--- config.mk ---
export PLATFORM = sky130hd
export DESIGN_NAME = rgb2gray_pipe
export DESIGN_NICKNAME = d
export VERILOG_FILES = /design/src/rtl/rgb2gray_pipe.sv
export SDC_FILE = /design/constraint.sdc
export NUM_CORES = 1
export LEC_CHECK = 0
export ABC_CLOCK_PERIOD_IN_PS = 4280
export CAP_MARGIN = 20
export CORE_MARGIN = 2
export CORE_UTILIZATION = 57
export DETAILED_ROUTE_END_ITERATION = 16
export PLACE_DENSITY = 0.79
export SLEW_MARGIN = 10
export SYNTH_ARGS = -nofsm -noshare
export SYNTH_HDL_FRONTEND = slang
export SYNTH_SLANG_ARGS = --single-unit
--- constraint.sdc ---
create_clock -name clk -period 4.28 [get_ports clk]
set_input_delay 0.856 -clock clk [delete_from_list [all_inputs] [get_ports clk]]
set_output_delay 0.856 -clock clk [all_outputs]
set_load 0.01 [all_outputs]
--- src/rtl/rgb2gray_pipe.sv ---
// -----------------------------------------------------------------------------
// rgb2gray_pipe
//   Pipelined RGB-to-grayscale converter, PPC pixels per clock, with a
//   valid/ready handshake. Coefficients and output mode are latched from the
//   cfg_* inputs on every accepted start-of-frame beat. That same beat already
//   uses the new settings.
//
// Handshake: a beat moves on a rising edge when valid and ready are both high.
//   in_ready = ~out_valid | out_ready. The whole pipe advances as one unit, so
//   when out_ready is low with out_valid high, every stage holds. out_valid and
//   its data stay stable until they are taken.
//
// Ports
//   clk, rst_n          clock, asynchronous active-low reset
//   cfg_coef_r/g/b      unsigned coefficients (COEF_FRAC fractional bits)
//   cfg_mode            00 weighted, 01 red, 10 green, 11 blue
//   in_valid/in_ready   input handshake
//   in_sof, in_user     start-of-frame flag and sideband, travel with the beat
//   in_red/green/blue   pixel i at [i*DATA_WIDTH +: DATA_WIDTH]
//   out_valid/out_ready output handshake
//   out_sof, out_user   aligned with out_gray
//   out_gray            gray value per pixel, same packing as the inputs
//
// Pipeline (3 register stages)
//   S1 per-channel products, S2 rounded sum, S3 shift/saturate + mode mux.
// -----------------------------------------------------------------------------
module rgb2gray_pipe #(
    parameter int DATA_WIDTH = 8,
    parameter int PPC        = 2,
    parameter int COEF_WIDTH = 8,
    parameter int COEF_FRAC  = 8,
    parameter int USER_WIDTH = 2,
    parameter int DEF_COEF_R = 77,
    parameter int DEF_COEF_G = 150,
    parameter int DEF_COEF_B = 29
) (
    input  logic                      clk,
    input  logic                      rst_n,
    input  logic [COEF_WIDTH-1:0]     cfg_coef_r,
    input  logic [COEF_WIDTH-1:0]     cfg_coef_g,
    input  logic [COEF_WIDTH-1:0]     cfg_coef_b,
    input  logic [1:0]                cfg_mode,
    input  logic                      in_valid,
    output logic                      in_ready,
    input  logic                      in_sof,
    input  logic [USER_WIDTH-1:0]     in_user,
    input  logic [PPC*DATA_WIDTH-1:0] in_red,
    input  logic [PPC*DATA_WIDTH-1:0] in_green,
    input  logic [PPC*DATA_WIDTH-1:0] in_blue,
    output logic                      out_valid,
    input  logic                      out_ready,
    output logic                      out_sof,
    output logic [USER_WIDTH-1:0]     out_user,
    output logic [PPC*DATA_WIDTH-1:0] out_gray
);

    localparam int PW = DATA_WIDTH + COEF_WIDTH;   // product width
    localparam int SW = PW + 2;                    // sum width, holds 3 products + rounding

    localparam logic [SW-1:0] RND  = SW'(1) << (COEF_FRAC - 1);
    localparam logic [SW-1:0] YMAX = SW'((1 << DATA_WIDTH) - 1);

    localparam logic [COEF_WIDTH-1:0] DEF_R = COEF_WIDTH'(DEF_COEF_R);
    localparam logic [COEF_WIDTH-1:0] DEF_G = COEF_WIDTH'(DEF_COEF_G);
    localparam logic [COEF_WIDTH-1:0] DEF_B = COEF_WIDTH'(DEF_COEF_B);

    // Global advance and input acceptance
    logic w_adv;
    logic w_accept;
    logic w_sof_beat;

    // Active (frame) settings and the settings this beat actually uses
    logic [COEF_WIDTH-1:0] r_coef_r, r_coef_g, r_coef_b;
    logic [1:0]            r_mode;
    logic [COEF_WIDTH-1:0] w_coef_r, w_coef_g, w_coef_b;
    logic [1:0]            w_mode;

    // S0 combinational per-lane results
    logic [PPC-1:0][PW-1:0]         w_pr, w_pg, w_pb;
    logic [PPC-1:0][DATA_WIDTH-1:0] w_raw;

    // Stage 1
    logic                           r_s1_valid;
    logic                           r_s1_sof;
    logic [USER_WIDTH-1:0]          r_s1_user;
    logic [1:0]                     r_s1_mode;
    logic [PPC-1:0][PW-1:0]         r_s1_pr, r_s1_pg, r_s1_pb;
    logic [PPC-1:0][DATA_WIDTH-1:0] r_s1_raw;

    // Stage 2
    logic                           r_s2_valid;
    logic                           r_s2_sof;
    logic [USER_WIDTH-1:0]          r_s2_user;
    logic [1:0]                     r_s2_mode;
    logic [PPC-1:0][SW-1:0]         r_s2_sum;
    logic [PPC-1:0][DATA_WIDTH-1:0] r_s2_raw;

    // S1->S2 and S2->S3 combinational results
    logic [PPC-1:0][SW-1:0]         w_sum;
    logic [PPC-1:0][SW-1:0]         w_shift;
    logic [PPC-1:0][DATA_WIDTH-1:0] w_y;

    assign w_adv      = ~out_valid | out_ready;
    assign in_ready   = w_adv;
    assign w_accept   = in_valid & w_adv;
    assign w_sof_beat = in_valid & in_sof;

    // An SOF beat bypasses the active registers so it already sees the new cfg.
    assign w_coef_r = w_sof_beat ? cfg_coef_r : r_coef_r;
    assign w_coef_g = w_sof_beat ? cfg_coef_g : r_coef_g;
    assign w_coef_b = w_sof_beat ? cfg_coef_b : r_coef_b;
    assign w_mode   = w_sof_beat ? cfg_mode   : r_mode;

    // Products and the bypass channel; the bypass channel is chosen here so
    // only one raw lane value has to travel down the pipe.
    always_comb begin
        w_pr  = '0;
        w_pg  = '0;
        w_pb  = '0;
        w_raw = '0;
        for (int l = 0; l < PPC; l++) begin
            w_pr[l] = PW'(in_red[l*DATA_WIDTH +: DATA_WIDTH])   * PW'(w_coef_r);
            w_pg[l] = PW'(in_green[l*DATA_WIDTH +: DATA_WIDTH]) * PW'(w_coef_g);
            w_pb[l] = PW'(in_blue[l*DATA_WIDTH +: DATA_WIDTH])  * PW'(w_coef_b);
            case (w_mode)
                2'b01:   w_raw[l] = in_red[l*DATA_WIDTH +: DATA_WIDTH];
                2'b10:   w_raw[l] = in_green[l*DATA_WIDTH +: DATA_WIDTH];
                2'b11:   w_raw[l] = in_blue[l*DATA_WIDTH +: DATA_WIDTH];
                default: w_raw[l] = '0;
            endcase
        end
    end

    always_comb begin
        w_sum = '0;
        for (int l = 0; l < PPC; l++) begin
            w_sum[l] = SW'(r_s1_pr[l]) + SW'(r_s1_pg[l]) + SW'(r_s1_pb[l]) + RND;
        end
    end

    always_comb begin
        w_shift = '0;
        w_y     = '0;
        for (int l = 0; l < PPC; l++) begin
            w_shift[l] = r_s2_sum[l] >> COEF_FRAC;
            if (r_s2_mode != 2'b00) begin
                w_y[l] = r_s2_raw[l];
            end else if (w_shift[l] > YMAX) begin
                w_y[l] = '1;
            end else begin
                w_y[l] = w_shift[l][DATA_WIDTH-1:0];
            end
        end
    end

    // Active settings: only an accepted SOF beat updates them.
    always_ff @(posedge clk or negedge rst_n) begin
        if (!rst_n) begin
            r_coef_r <= DEF_R;
            r_coef_g <= DEF_G;
            r_coef_b <= DEF_B;
            r_mode   <= 2'b00;
        end else if (w_accept && in_sof) begin
            r_coef_r <= cfg_coef_r;
            r_coef_g <= cfg_coef_g;
            r_coef_b <= cfg_coef_b;
            r_mode   <= cfg_mode;
        end
    end

    // Pipeline stages, all gated by the single advance enable.
    always_ff @(posedge clk or negedge rst_n) begin
        if (!rst_n) begin
            r_s1_valid <= 1'b0;
            r_s1_sof   <= 1'b0;
            r_s1_user  <= '0;
            r_s1_mode  <= 2'b00;
            r_s1_pr    <= '0;
            r_s1_pg    <= '0;
            r_s1_pb    <= '0;
            r_s1_raw   <= '0;
            r_s2_valid <= 1'b0;
            r_s2_sof   <= 1'b0;
            r_s2_user  <= '0;
            r_s2_mode  <= 2'b00;
            r_s2_sum   <= '0;
            r_s2_raw   <= '0;
            out_valid  <= 1'b0;
            out_sof    <= 1'b0;
            out_user   <= '0;
            out_gray   <= '0;
        end else if (w_adv) begin
            r_s1_valid <= in_valid;
            r_s1_sof   <= in_sof;
            r_s1_user  <= in_user;
            r_s1_mode  <= w_mode;
            r_s1_pr    <= w_pr;
            r_s1_pg    <= w_pg;
            r_s1_pb    <= w_pb;
            r_s1_raw   <= w_raw;

            r_s2_valid <= r_s1_valid;
            r_s2_sof   <= r_s1_sof;
            r_s2_user  <= r_s1_user;
            r_s2_mode  <= r_s1_mode;
            r_s2_sum   <= w_sum;
            r_s2_raw   <= r_s1_raw;

            out_valid  <= r_s2_valid;
            out_sof    <= r_s2_sof;
            out_user   <= r_s2_user;
            out_gray   <= w_y;
        end
    end

endmodule

==> out/qor.txt <==
Setup WS pre-CTS = -1.69 ns
most frequent cell after synthesis = nand2_1
EDFF count, synth = 0
biggest area consumer among synthesized cells = fa_1
Post-DP Area = 0.0269 mm2
Area growth syn-to-layout = 30.8%
critical path's top delay family = adder cells
CTS root buf = clkbuf_16
Synth Register Bits = 206
Starting Density = 58.0%
first-pass GRT wire length = 101 mm
post-route cell area = 0.0295 mm2
Initial DRC Count = 1266
largest net degree at the start of global routing = 189
post-layout min period = 4.91 ns
RSZ-0062 raised after global routing = yes
Total Routing Usage GR = 30.8%
final slew viol count = 0
CP Cell Sequence = buf_12 > nand2_8 > buf_12 > mux2i_4 > buf_6 > nor2b_2 > fa_1 > inv_2 > fa_1 > inv_2 > fa_1 > inv_1 > fa_1 > inv_2 > ha_4 > buf_4 > o21ai_0 > a21oi_2 > o22ai_4 > o21ai_2 > xnor2_1 > o21ai_0
antenna-violating nets left = 0
ys async rst share = 100%
setup ws final = -0.629 ns
Final Hold Fails = 0
Post-Syn Area = 0.0225 mm2
Setup crit end kind = register
H-tree depth = 1
clock skew = 0.0157 ns
drt total wl = 63.2 mm
Placed Cells incl. Taps = 3261
hold_buf cts = 0
R2R cell count = 17
post-synthesis sequential area ratio = 22.9%
post-synth top area share = 21.9%
CTS tree = done
commonest cells in the synthesized netlist = nand2_1, inv_1, ha_1
vias in the first global route = 19500
Hold Crit Class = in2async
Via density = 5.53
syn nets = 3031
Vias = 18600
proportion of layout cells with a drive suffix above 1 = 25.1%
Worst EP required = 4.66 ns
routability-driven placement congestion ratio = 0.928
total CTS buffers = 24
fin crit share = 115%
setup TNS = -21.97 ns
CP Launch Type = input port
Syn Area/Cell = 9.27 um2
fin nets = 3436
drt pass-1 iters = 5
WP depth = 22
failing checks = negative setup slack
DP HPWL = 46.5 mm
crit-path max FO = 6
initial antenna violation count = 1
Synth area leaders = fa_1, dfrtp_1, ha_1
critical path's largest stage delay = 0.56 ns
Die ar. = 0.0411 mm2
Die W = 203 um
CP arrival = 5.28 ns
Ports = 102
port bufs = 101
WP buf/inv = 8
Non-Filler Instances = 3369
status = finished, violations left
normalized max-slew margin = 42.6%
Core Rows = 72
Most common cell on crit path = fa_1
clock-pin slew on the worst setup and hold paths = 0.06 ns
Slowest-stage cell, CP = fa_1
routed len/inst = 18.8 um
fmax = 204 MHz
Worst-Skew Late Latency = 0.55 ns
final setup fails = 52
Setup CP Type = in2reg
CORE AREA = 0.0388 mm2
Syn. warnings = 0
GR Overflow Total = 0
Synth cell types = 72
Sink Count = 206
height of the die = 203 um
ys flop type = dfrtp_1
cell count after synthesis = 2430
DRC Markers = 0
Max Cap Viol = 0
slew of the pin with the lowest slew margin = 0.862 ns
antenna diode count = 0
CTS Buffer Depth = 3
## worst paths after layout
kind / from / endpoint / slack [ns]
setup / recovery: in_sof / r_s1_pg[12] / -0.63
hold / removal: rst_n / out_gray[0] / 0.34
setup reg to reg: r_coef_g[2] / r_s1_pg[12] / -0.32
hold reg to reg: r_s2_mode[0] / r_s2_mode[0] / 0.47
max in group asynchronous: rst_n / r_coef_b[2] / 2.88
min in group clk: r_s2_mode[0] / r_s2_mode[0] / 0.47
## metal layers
metal	track usage (%)	wire length, um
met1	41.4	26700
met2	52.9	31200
met3	3.43	3030
met4	9.12	2290
met5	0	0
## kinds of logic (layout without fill, tap and decap cells)
group / Yosys count / after routing / share of synthesized area [%]
xor gates and xnor gates: 63 / 63 / 2.45
AOI/OAI and AO/OA: 348 / 348 / 9.36
adders and majority gates: 520 / 520 / 37.1
DFF: 206 / 206 / 22.9
muxes: 54 / 54 / 2.66
and+or+nand+nor: 842 / 843 / 18.8
buffers and inverters: 397 / 817 / 6.68
## cell type report
type,count,area (um2)
Clock inverter,14,169
Multi-Input combinational cell,1828,17600
Clock buffer,28,636
Timing Repair Buffer,452,4090
Inverter,323,1220
Tap cell,518,648
Sequential cell,206,5170
Fill cell,2527,9350
## cell usage in the layout, fill, tap and decap left out, drive strengths merged, types with 35 or more instances in the layout
cell,n
a21oi,139
and2,98
buf,353
clkdlybuf4s50,85
dfrtp,194
fa,246
ha,274
inv,323
mux2,37
nand2,339
nand2b,35
nor2,85
nor2b,226
o21ai,86
xnor2,36
## sequential cells by signal, indices dropped and copies added (netlist names), 8 cells and up
name and cells:
r_coef_g 8, out_gray 16, r_coef_b 8, r_s1_pg 32, r_s2_raw 16, r_s2_sum 20
r_coef_r 8, r_s1_raw 16, r_s1_pb 32, r_s1_pr 32
## through the flow
step                util [%]  hold slack [ns]
floorplan                  -            0.430
global placement        69.4            0.449
detailed placement      69.4            0.455
CTS                     74.0            0.386
global route            75.9            0.401
finish                  75.9            0.342
## timing repair
item                                   in CTS  in global routing
buffers inserted                           45                 22
gates resized for setup                   174                135
endpoints found under the hold margin       0                  0
gates cloned                                4                  0
pin swaps                                 100                 67
setup endpoints to repair                  68                 61
## worst reg2reg max path: stages, from the launching register on
cell      delay (ns)
dfstp_2         0.55
mux2i_4         0.08
buf_12          0.15
buf_6           0.13
nand2b_1        0.17
fa_2            0.58
inv_2           0.04
ha_4            0.25
inv_2           0.04
fa_1            0.49
fa_1            0.58
inv_2           0.06
ha_4            0.17
or4_4           0.56
o22ai_4         0.22
o21ai_2         0.10
xnor2_1         0.15
o21ai_0         0.11
Power is left out: the tool's default activity adds up to more than one toggle a clock period on the data nets, which glitch-free logic cannot reach.
